**config.mk**
```make
export PLATFORM = sky130hd
export DESIGN_NAME = sipo_deser
export DESIGN_NICKNAME = d
export VERILOG_FILES = /design/src/rtl/sipo_pkg.sv /design/src/rtl/sipo_shift_core.sv /design/src/rtl/sipo_deser.sv
export SDC_FILE = /design/constraint.sdc
export NUM_CORES = 1
export LEC_CHECK = 0
export CAP_MARGIN = 10
export CORE_UTILIZATION = 40
export CTS_BUF_LIST = sky130_fd_sc_hd__clkbuf_16
export CTS_CLUSTER_SIZE = 28
export DETAILED_ROUTE_END_ITERATION = 8
export HOLD_SLACK_MARGIN = 0.05
export PLACE_DENSITY_LB_ADDON = 0.3
export SLEW_MARGIN = 20
export SYNTH_ARGS = -nofsm -noshare
export SYNTH_HDL_FRONTEND = slang
export SYNTH_SLANG_ARGS = --single-unit
```
**constraint.sdc**
```tcl
create_clock -name clk -period 3.4 [get_ports clk]
set_input_delay 0.34 -clock clk [delete_from_list [all_inputs] [get_ports clk]]
set_output_delay 0.34 -clock clk [all_outputs]
set_load 0.01 [all_outputs]
```
**src/rtl/sipo_pkg.sv**
```systemverilog
// Shared definitions for the sipo_deser serial-to-parallel deserialiser.
package sipo_pkg;

    typedef enum logic {
        S_DATA = 1'b0,
        S_PAR  = 1'b1
    } state_t;

    // Bits needed to count 0..width inclusive (bit_cnt reaches WIDTH while awaiting parity).
    function automatic int cnt_width(input int width);
        return $clog2(width + 1);
    endfunction

endpackage

```
**src/rtl/sipo_shift_core.sv**
```systemverilog
// WIDTH-bit shift register for sipo_deser; shifts toward the MSB or the LSB on enable.
module sipo_shift_core #(
    parameter int WIDTH = 8
) (
    input  logic             clk,
    input  logic             rst,
    input  logic             en,
    input  logic             msb_first,
    input  logic             data_in,
    output logic [WIDTH-1:0] sr_next
);

    logic [WIDTH-1:0] sr;

    // sr_next is the value sr takes on the coming edge, so the top can capture a word including the bit accepted now.
    always_comb begin
        sr_next = sr;
        if (en) begin
            if (msb_first) begin
                sr_next = {sr[WIDTH-2:0], data_in};
            end else begin
                sr_next = {data_in, sr[WIDTH-1:1]};
            end
        end
    end

    always_ff @(posedge clk) begin
        if (rst) begin
            sr <= '0;
        end else begin
            sr <= sr_next;
        end
    end

endmodule

```
**src/rtl/sipo_deser.sv**
```systemverilog
// Serial-in/parallel-out deserialiser with one-cycle word strobe.
// Define SIPO_DESER_PARITY_EN to add a trailing parity bit per word and the parity_err output.
module sipo_deser
    import sipo_pkg::*;
#(
    parameter int WIDTH      = 8,
    parameter int ODD_PARITY = 0
) (
    input  logic                          clk,
    input  logic                          rst,
    input  logic                          data_in,
    input  logic                          in_valid,
    input  logic                          msb_first,
    output logic [WIDTH-1:0]              data_out,
    output logic                          out_valid,
    output logic [cnt_width(WIDTH)-1:0]   bit_cnt
`ifdef SIPO_DESER_PARITY_EN
    ,
    output logic                          parity_err
`endif
);

    localparam int            CW   = cnt_width(WIDTH);
    localparam logic [CW-1:0] LAST = CW'(WIDTH - 1);

    if (WIDTH < 2) begin : g_bad_width
        $error("sipo_deser: WIDTH must be 2 or more");
    end
    if (ODD_PARITY != 0 && ODD_PARITY != 1) begin : g_bad_parity
        $error("sipo_deser: ODD_PARITY must be 0 or 1");
    end

    logic             dir_q;
    logic             dir;
    logic             shift_en;
    logic [WIDTH-1:0] word_next;

    // The first bit of a word takes the live msb_first; later bits reuse the latched order.
    assign dir = (bit_cnt == '0) ? msb_first : dir_q;

`ifdef SIPO_DESER_PARITY_EN
    localparam logic [CW-1:0] FULL = CW'(WIDTH);

    state_t state;

    assign shift_en = in_valid && (state == S_DATA);
`else
    assign shift_en = in_valid;
`endif

    sipo_shift_core #(
        .WIDTH(WIDTH)
    ) u_core (
        .clk      (clk),
        .rst      (rst),
        .en       (shift_en),
        .msb_first(dir),
        .data_in  (data_in),
        .sr_next  (word_next)
    );

    always_ff @(posedge clk) begin
        if (rst) begin
            data_out  <= '0;
            out_valid <= 1'b0;
            bit_cnt   <= '0;
            dir_q     <= 1'b1;
`ifdef SIPO_DESER_PARITY_EN
            parity_err <= 1'b0;
            state      <= S_DATA;
`endif
        end else begin
            out_valid <= 1'b0;
            if (in_valid) begin
                if (bit_cnt == '0) begin
                    dir_q <= msb_first;
                end
`ifdef SIPO_DESER_PARITY_EN
                // The parity bit is not shifted in, so word_next still holds the data word here.
                if (state == S_PAR) begin
                    data_out   <= word_next;
                    parity_err <= ((^word_next) ^ data_in) != ODD_PARITY[0];
                    out_valid  <= 1'b1;
                    bit_cnt    <= '0;
                    state      <= S_DATA;
                end else if (bit_cnt == LAST) begin
                    bit_cnt <= FULL;
                    state   <= S_PAR;
                end else begin
                    bit_cnt <= bit_cnt + CW'(1);
                end
`else
                if (bit_cnt == LAST) begin
                    data_out  <= word_next;
                    out_valid <= 1'b1;
                    bit_cnt   <= '0;
                end else begin
                    bit_cnt <= bit_cnt + CW'(1);
                end
`endif
            end
        end
    end

endmodule

```
Word-level counts from Yosys, hierarchy flattened
Cells that the tools add are included.
Widths: inputs -> output; s select.
{"block": "totals", "input_bits": 5, "wordCells": 16, "reg_bits": 22, "output_inout_bits": 13}
{"block": "op_classes", "n_mux": 5, "reduce_logical": 3, "n_bitwise": 1, "eq_ne": 1, "add_sub_neg": 1}
{"op": "$mux 8", "count": 2}
{"op": "$add 4x1->4 const B", "count": 1}
{"op": "$eq 4x3->1 const B", "count": 1}
{"op": "$logic_not 4->1", "count": 1}
{"op": "$mux 4", "count": 1}
{"op": "$mux 1", "count": 2}
{"op": "$reduce_and 2->1", "count": 1}
{"op": "$reduce_or 2->1", "count": 1}
{"op": "$not 1->1", "count": 1}

Logic depth before layout (Yosys ltp)
Gate-level depths: netlist of run 1.
{"block": "logic_depth", "depth_word": 4, "ltp_mapped": 6, "ltp_nobuf": 5}

By module
Synthesis of run 1 repeated with hierarchy kept, for this count alone.
{"block": "hier_totals", "hier_cells": 89, "area_unflattened_um2": 965.9}
{"module": "sipo_deser", "area_each_um2": 544.3, "seq_area_each_um2": 280.3, "cells_per_inst": 45, "n_inst": 1}
{"module": "sipo_shift_core", "area_each_um2": 421.7, "seq_area_each_um2": 160.2, "cells_per_inst": 44, "n_inst": 1}

Least setup slack after synthesis of run 1
OpenSTA, ideal clock, no wires.
{"block": "synth_path", "path_type": "register -> register", "from": "reg bit_cnt[0]", "to": "reg data_out[2]", "path_stages_with_launch": 7, "setup_time_ns": 0.070, "arrival_time_ns": 1.335, "setup_slack_ns": 1.995, "path_cell_list": "dfxtp_1 -> inv_1 -> ha_1 -> nor3b_2 -> buf_6 -> mux2_2 -> o2bb2ai_1"}
{"block": "synth_between", "elab_chain_len": 4}
{"element": "start: declaration", "line_no": "sipo_deser.sv:16", "rtl": "output logic [cnt_width(WIDTH)-1:0] bit_cnt"}
{"element": "start signal: assignment", "line_no": "sipo_deser.sv:98", "rtl": "bit_cnt <= bit_cnt + CW'(1);"}
{"element": "$logic_not 4->1", "line_no": "sipo_deser.sv:39", "rtl": "assign dir = (bit_cnt == '0) ? msb_first : dir_q;"}
{"element": "$mux 1"}
{"element": "$mux 8", "line_no": "sipo_shift_core.sv:19", "rtl": "if (msb_first) begin"}
{"element": "$mux 8", "line_no": "sipo_shift_core.sv:18", "rtl": "if (en) begin"}
{"element": "end signal: assignment", "line_no": "sipo_deser.sv:94", "rtl": "data_out <= word_next;"}
{"element": "end: declaration", "line_no": "sipo_deser.sv:14", "rtl": "output logic [WIDTH-1:0] data_out,"}
Several ways; a longest one is shown, not always the timed one.
A chain may end at the register's enable or synchronous reset.

==> metrics.log, run 1 <==
INFO  metric cell_area_after_synthesis = 1080 um2
INFO  metric rsz0062_at_grt = false
INFO  metric cap_violations = 0
INFO  metric cts_made_buffers = 3
INFO  metric floorplan.initialDensity = 0.430
INFO  metric worstMarginPinSlew = between 0.7 and 0.8 ns
INFO  metric final_max_slew_viol_count = 0
INFO  metric worst_hold_slack = 0.466 ns
INFO  metric drtPass1Iterations = 4
INFO  metric power.switching = around 0.13 mW
INFO  metric clock_sink_count = 22
INFO  metric aggregate_negative_setup_slack = 0 ns
INFO  metric yosys_warnings = 0
INFO  metric fp.dieW = approximately 54 um
INFO  metric critical_path.cell_chain = clkdlybuf4s50_1, nand4b_1, nor2b_1, and2_1
INFO  metric track_usage = 0.180
INFO  metric worstSetupPathType = input port to flip-flop
INFO  metric antenna_left = 0
INFO  metric latest_clock_arrival_within_the_worst_skew_pair = around 0.26 ns
INFO  metric outcome = completed
INFO  metric synthesized_net_count = between 100 and 150
INFO  metric vias_per_cell = between 5 and 6
INFO  metric finish.instance_area = 1340 um2
INFO  metric drt_iter0_markers = 6
INFO  metric grt_pass1_vias = 800
INFO  metric power.clock.fraction = 0.487
INFO  metric layout_min_cycle_time = approximately 1.9 ns
INFO  metric dpl_cell_area = 1230 um2
INFO  metric finalSetupViolations = 0
INFO  metric core_area = approximately 2500 um2
INFO  metric critical_path.startpoint_type = input port
INFO  metric layout_worst_path_cycle_share = 0.552
INFO  metric placement.io_buffers = 17
INFO  metric detailedPlacementHpwl = around 1.5 mm
INFO  metric post_synth_inst_count = 100
INFO  metric holdBufCountCts = 0
INFO  metric powerDensity = between 400 and 500 nW/um2
INFO  metric timing.clock.skew = between 0.004 and 0.005 ns
INFO  metric cts_htree_levels = 1
INFO  metric drt_drc_violations_left = 0
INFO  metric ctsRootBufferMaster = clkbuf_16
INFO  metric grt_max_degree = 17
INFO  metric peakVddDrop = around 0.35 mV
INFO  metric worst-endpoint-required = 3.59 ns
INFO  metric via_count = slightly below 800
INFO  metric grt_antenna_before_repair = 0
INFO  metric clk_transition_reported_paths = about 0.060 ns
INFO  metric num_rows = 18
INFO  metric max_frequency = 0.532 GHz
INFO  metric top_library_cells_by_usage_in_the_layout_fill_and_taps_aside = 22 x dfxtp_1, 17 x mux2i_1, 17 x clkdlybuf4s50_1
INFO  metric share_seq_of_total_power = 0.413
INFO  metric grt_first_pass_wirelength = between 3 and 4 mm
INFO  metric critPathArrivalTime = a little over 2 ns
INFO  metric critical_path.endpoint_type = flip-flop
INFO  metric hold_violations = 0
INFO  metric synth-seq-cells = 22
INFO  metric routed_wire_length_per_instance = approximately 15 um
INFO  metric critical-path-max-stage-delay = ~0.67 ns
INFO  metric synth_seq_area_share = 0.409
INFO  metric filler_cell_count = ~220
INFO  metric combinationalPowerShare = 0.100
INFO  metric cts_resized = 0
INFO  metric slowest_stage = clkdlybuf4s50_1
INFO  metric ios = 18
INFO  metric worst_slew_margin_rel = 0.500
INFO  metric crit_fanout = 16
INFO  metric p_leak = between 0.5 and 0.6 nW
INFO  metric ys_types = 26
INFO  metric chipHeight = 53.9 um
INFO  metric design.final.nets = approximately 120
INFO  metric layout_commonest_cell = dfxtp_1
INFO  metric gp_congestion = 0.747
INFO  metric post-route-util = 0.536
INFO  metric clockBufferDepth = 2
INFO  metric area_growth = 24.5%
INFO  metric p_sw_frac = 0.200
INFO  metric internal_power = approximately 0.53 mW
INFO  metric post_cts.repair.setup_buffers = 0
INFO  metric worst_slack = roughly 1.5 ns
INFO  metric diodes = 0
INFO  metric min-delay-path-class = flip-flop to flip-flop
INFO  metric grt_overflow_total = 0
INFO  metric synth.avg_cell_area = roughly 11 um2
INFO  metric routed_wl = 2.18 mm
INFO  metric pre_cts_setup_slack = ~1.3 ns
INFO  metric cts_tree = built
INFO  metric dieArea = 2900 um2
INFO  metric final_layout_size_suffix_gt1_frac = 0.124
power groups by stage:
stage / Combinational (mW) / Clock (mW) / Sequential (mW)
2_1_floorplan: 0.0564 / 0 / 0.276
3_3_place_gp: 0.0651 / 0 / 0.281
5_1_grt: 0.0730 / 0.338 / 0.277
6_report: 0.0670 / 0.325 / 0.275
3_5_place_dp: 0.0668 / 0 / 0.281
4_1_cts: 0.0685 / 0.328 / 0.275
metal layers:
layer | vias to the layer above | part of all wire | global-route usage
met5 | - | 0 | 0
met4 | 0 | 0.017 | 0.0789
met3 | 5 | 0.026 | 0.0282
met2 | 16 | 0.48 | 0.288
met1 | 378 | 0.48 | 0.237
li1 | 390 | - | -
flip-flops by register name, indices dropped and copies added (netlist names):
register   count
dir_q          1
out_valid      1
data_out       8
u_core.sr      8
bit_cnt        4
kinds of logic (layout without fill, tap and decap cells):
family                     count (synthesis)  in the layout  share of synthesized area
DFF                                       22             22                      0.409
muxes                                     25             25                      0.242
AOI/OAI and AO/OA                         18             18                      0.134
xor gates and xnor gates                   3              3                     0.0244
and+or+nand+nor                           19             19                      0.112
buffers and inverters                     11             24                     0.0558
adders and majority gates                  2              2                     0.0233
final cells by class:
type	instances	area, um2	area share
well taps	30	37.5	0.0280
multi-input cells	67	576	0.430
clock buffers	3	75.1	0.0560
inverters	3	11.3	0.00840
clock inverters	1	30.0	0.0224
flip-flops and latches	22	440	0.329
repair buffers	17	170	0.127
worst paths after layout:
check / startpoint / end / slack [ns] / cells past startpoint
worst min-delay path: data_out[5] / data_out[5] / 0.47 / 1
worst max-delay path: in_valid / bit_cnt[3] / 1.52 / 4
worst min register to register: data_out[5] / data_out[5] / 0.47 / 1
worst max register to register: bit_cnt[0] / data_out[2] / 1.56 / 5
cells in the mapped netlist:
cell | instances | share of area
mux2_2 | 8 | 0.084
buf_4 | 2 | 0.014
inv_1 | 3 | 0.010
xor2_1 | 2 | 0.016
buf_1 | 1 | 0.0035
o2bb2ai_2 | 1 | 0.014
xnor2_1 | 1 | 0.0081
clkbuf_1 | 1 | 0.0035
nand2b_1 | 9 | 0.052
o22ai_1 | 8 | 0.047
mux2i_1 | 17 | 0.16
ha_1 | 2 | 0.023
o2bb2ai_1 | 7 | 0.057
buf_2 | 3 | 0.014
nor2_1 | 2 | 0.0070
a21boi_1 | 1 | 0.0070
buf_6 | 1 | 0.010
and2_1 | 2 | 0.012
or2_1 | 1 | 0.0058
nor2b_1 | 1 | 0.0058
nand4b_1 | 1 | 0.0081
dfxtp_1 | 22 | 0.41
a311o_1 | 1 | 0.0093
nand2_1 | 1 | 0.0035
nor3b_2 | 1 | 0.012
nand4_1 | 1 | 0.0058
stage by stage:
step	power, mW	cells
CTS	0.672	143
global route	0.687	143
finish	0.668	143
detailed placement	0.348	139
floorplan	0.332	100
global placement	0.346	139
worst max-delay path: cells and delay by family:
family                 cells  cell delay [ns]
and+or+nand+nor            3             1.05
buffers and inverters      1             0.67
No activity file was read; power rests on OpenSTA's default activity.
==> run 2: changes to the inputs <==
Clock period 3.4 ns to 1.7 ns, I/O delays scaled along.
==> metrics.log, run 2 (synthesis results as in run 1) <==
INFO  metric grt_max_degree = 16 (-1)
INFO  metric core_area = 2500 um2 (unchanged)
INFO  metric r2r_setup_slack = 0.16 ns (-1.40 ns)
INFO  metric dp_cells = 143 (+2.9%)
INFO  metric critical-path-max-stage-delay = 0.56 ns (-0.11 ns)
INFO  metric track_usage = 0.168 (-0.0121)
INFO  metric cts_made_buffers = 3 (unchanged)
INFO  metric layout_worst_path_cycle_share = 0.907
INFO  metric fin_cells = 146 (+2.1%)
INFO  metric filler_cell_count = 227 (+5.1%)
INFO  metric share_seq_of_total_power = 0.472 (+0.059)
INFO  metric worstMarginPinSlew = 0.669 ns (-0.0770 ns)
INFO  metric p_leak = 0.521 nW (+1.8%)
INFO  metric worst_hold_slack = 0.464 ns (-0.00166 ns)
INFO  metric post_cts.repair.setup_buffers = 0 (unchanged)
INFO  metric layout_commonest_cell = dfxtp_1
INFO  metric crit_fanout = 10 (-6)
INFO  metric hp-start = data_out[0]
INFO  metric max_frequency = roughly 0.65 GHz
INFO  metric ios = 18 (unchanged)
INFO  metric top_regs = data_out x8, u_core.sr x8, bit_cnt x4
INFO  metric worstSetupPathType = flip-flop to flip-flop
INFO  metric grt_antenna_before_repair = 0 (unchanged)
INFO  metric grt_first_pass_wirelength = 3.49 mm (-5.6%)
INFO  metric combinationalPowerShare = 0.125 (+0.025)
INFO  metric drt_drc_violations_left = 0 (unchanged)
INFO  metric worst_slew_margin_rel = 0.553 (+0.0526)
INFO  metric worst-endpoint-required = 1.89 ns (-1.70 ns)
INFO  metric gp_congestion = 0.776 (+3.9%)
INFO  metric critical_path.cell_chain = ha_1, nand4b_1, nor2b_1, and2_1
INFO  metric critical_path.startpoint_type = flip-flop
INFO  metric finalSetupViolations = 0 (unchanged)
INFO  metric final_layout_size_suffix_gt1_frac = 0.147 (+0.0227)
INFO  metric routed_wl = 2.06 mm (-5.7%)
INFO  metric grt_pass1_vias = 759 (-5.1%)
INFO  metric clk_transition_reported_paths = 0.05 ns (about the same)
INFO  metric fp.dieW = 53.9 um (unchanged)
INFO  metric dpl_cell_area = 1280 um2 (+3.4%)
INFO  metric layout_min_cycle_time = approximately 1.5 ns
INFO  metric cts_resized = 0 (unchanged)
INFO  metric ctsRootBufferMaster = clkbuf_16
INFO  metric timing.clock.skew = 0.00156 ns (-0.00320 ns)
INFO  metric endpoint_with_the_worst_hold_slack = data_out[0]
INFO  metric multi_input_comb_area = 576 um2 (unchanged)
INFO  metric finish.instance_area = 1350 um2 (+0.93%)
INFO  metric power.clock.fraction = 0.403 (-0.084)
INFO  metric hold_path_depth = 1 (unchanged)
INFO  metric final_max_slew_viol_count = 0 (unchanged)
INFO  metric crit-reg2reg-capture = bit_cnt[0]
INFO  metric floorplan.initialDensity = 0.430 (unchanged)
INFO  metric peakVddDrop = 0.674 mV (+93%)
INFO  metric outcome = completed
INFO  metric cap_violations = 0 (unchanged)
INFO  metric drtPass1Iterations = 4 (unchanged)
INFO  metric worst_r2r_startpoint = bit_cnt[0]
INFO  metric drt_iter0_markers = 8 (+2)
INFO  metric grt_overflow_total = 0 (unchanged)
INFO  metric chipHeight = 53.9 um (unchanged)
INFO  metric clock_sink_count = 22 (unchanged)
INFO  metric clockBufferDepth = 2 (unchanged)
INFO  metric p_sw_frac = 0.212 (+0.0113)
INFO  metric detailedPlacementHpwl = 1.51 mm (-1.2%)
INFO  metric timing.reg2reg.worst_path_depth = 4 (-1)
INFO  metric cts_htree_levels = 1 (unchanged)
INFO  metric critPathArrivalTime = 1.73 ns (-0.34 ns)
INFO  metric latest_clock_arrival_within_the_worst_skew_pair = 0.25 ns (about the same)
INFO  metric vias_per_cell = 5.25 (-4.8%)
INFO  metric dieArea = 2900 um2 (unchanged)
INFO  metric hold_violations = 0 (unchanged)
INFO  metric slowest_stage = nor2b_1
INFO  metric aggregate_negative_setup_slack = 0 ns (unchanged)
INFO  metric crit_family = simple AND/OR/NAND/NOR gates
INFO  metric power.switching = 0.248 mW (+85%)
INFO  metric top_library_cells_by_usage_in_the_layout_fill_and_taps_aside = 22 x dfxtp_1, 17 x mux2i_1, 17 x clkdlybuf4s50_1
INFO  metric antenna_left = 0 (unchanged)
INFO  metric holdBufCountCts = 0 (unchanged)
INFO  metric design.final.nets = 125 (+3.3%)
INFO  metric cts_tree = built
INFO  metric powerDensity = 864 nW/um2 (+73%)
INFO  metric placement.io_buffers = 17 (unchanged)
INFO  metric critical_path.endpoint_type = flip-flop
INFO  metric min-delay-path-class = flip-flop to flip-flop
INFO  metric register_area = 440 um2 (unchanged)
INFO  metric num_rows = 18 (unchanged)
INFO  metric routed_wire_length_per_instance = 14.1 um (-7.7%)
INFO  metric internal_power = 0.921 mW (+73%)
INFO  metric diodes = 0 (unchanged)
INFO  metric via_count = 767 (-2.8%)
INFO  metric rsz0062_at_grt = false
INFO  metric area_growth = 25.7%
INFO  metric crit_buf_inv = 0 (-1)
-- run 2: worst max-delay path by stage --
stage,start,end,slack (ns),cells past startpoint
after CTS,bit_cnt[0],bit_cnt[0],0.15,4
after global placement,in_valid,bit_cnt[3],0.18,4
after floorplan,bit_cnt[0],data_out[2],0.29,6
after global routing,bit_cnt[0],bit_cnt[3],0.01,4
final,bit_cnt[0],bit_cnt[0],0.16,4
after detailed placement,in_valid,bit_cnt[0],0.12,4
-- run 2: power groups by stage --
stage / Combinational [mW] / Sequential [mW] / Clock, mW
2_1_floorplan: 0.113 / 0.552 / 0
3_3_place_gp: 0.143 / 0.561 / 0
3_5_place_dp: 0.145 / 0.562 / 0
4_1_cts: 0.146 / 0.551 / 0.483
5_1_grt: 0.160 / 0.553 / 0.504
6_report: 0.146 / 0.551 / 0.471
-- run 2: metrics by stage --
step	power (mW)	util	worst slack, ns
floorplan	0.665	-	0.295
global placement	0.704	0.511	0.183
detailed placement	0.708	0.511	0.123
CTS	1.18	0.541	0.155
global route	1.22	0.541	0.0142
finish	1.17	0.541	0.158
-- run 2: layer usage --
metal	GRT usage	routed length [um]	vias up
li1	-	-	395
met1	0.229	1040	357
met2	0.247	942	13
met3	0.0311	64	2
met4	0.0921	11	0
met5	0	0	-
-- run 2: layout make-up --
type | instances | area share
multi-input combinational | 67 | 0.426
sequential | 22 | 0.326
timing repair buffer | 21 | 0.157
clock buffer | 3 | 0.0555
tap | 30 | 0.0278
inverter | 3 | 0.00833
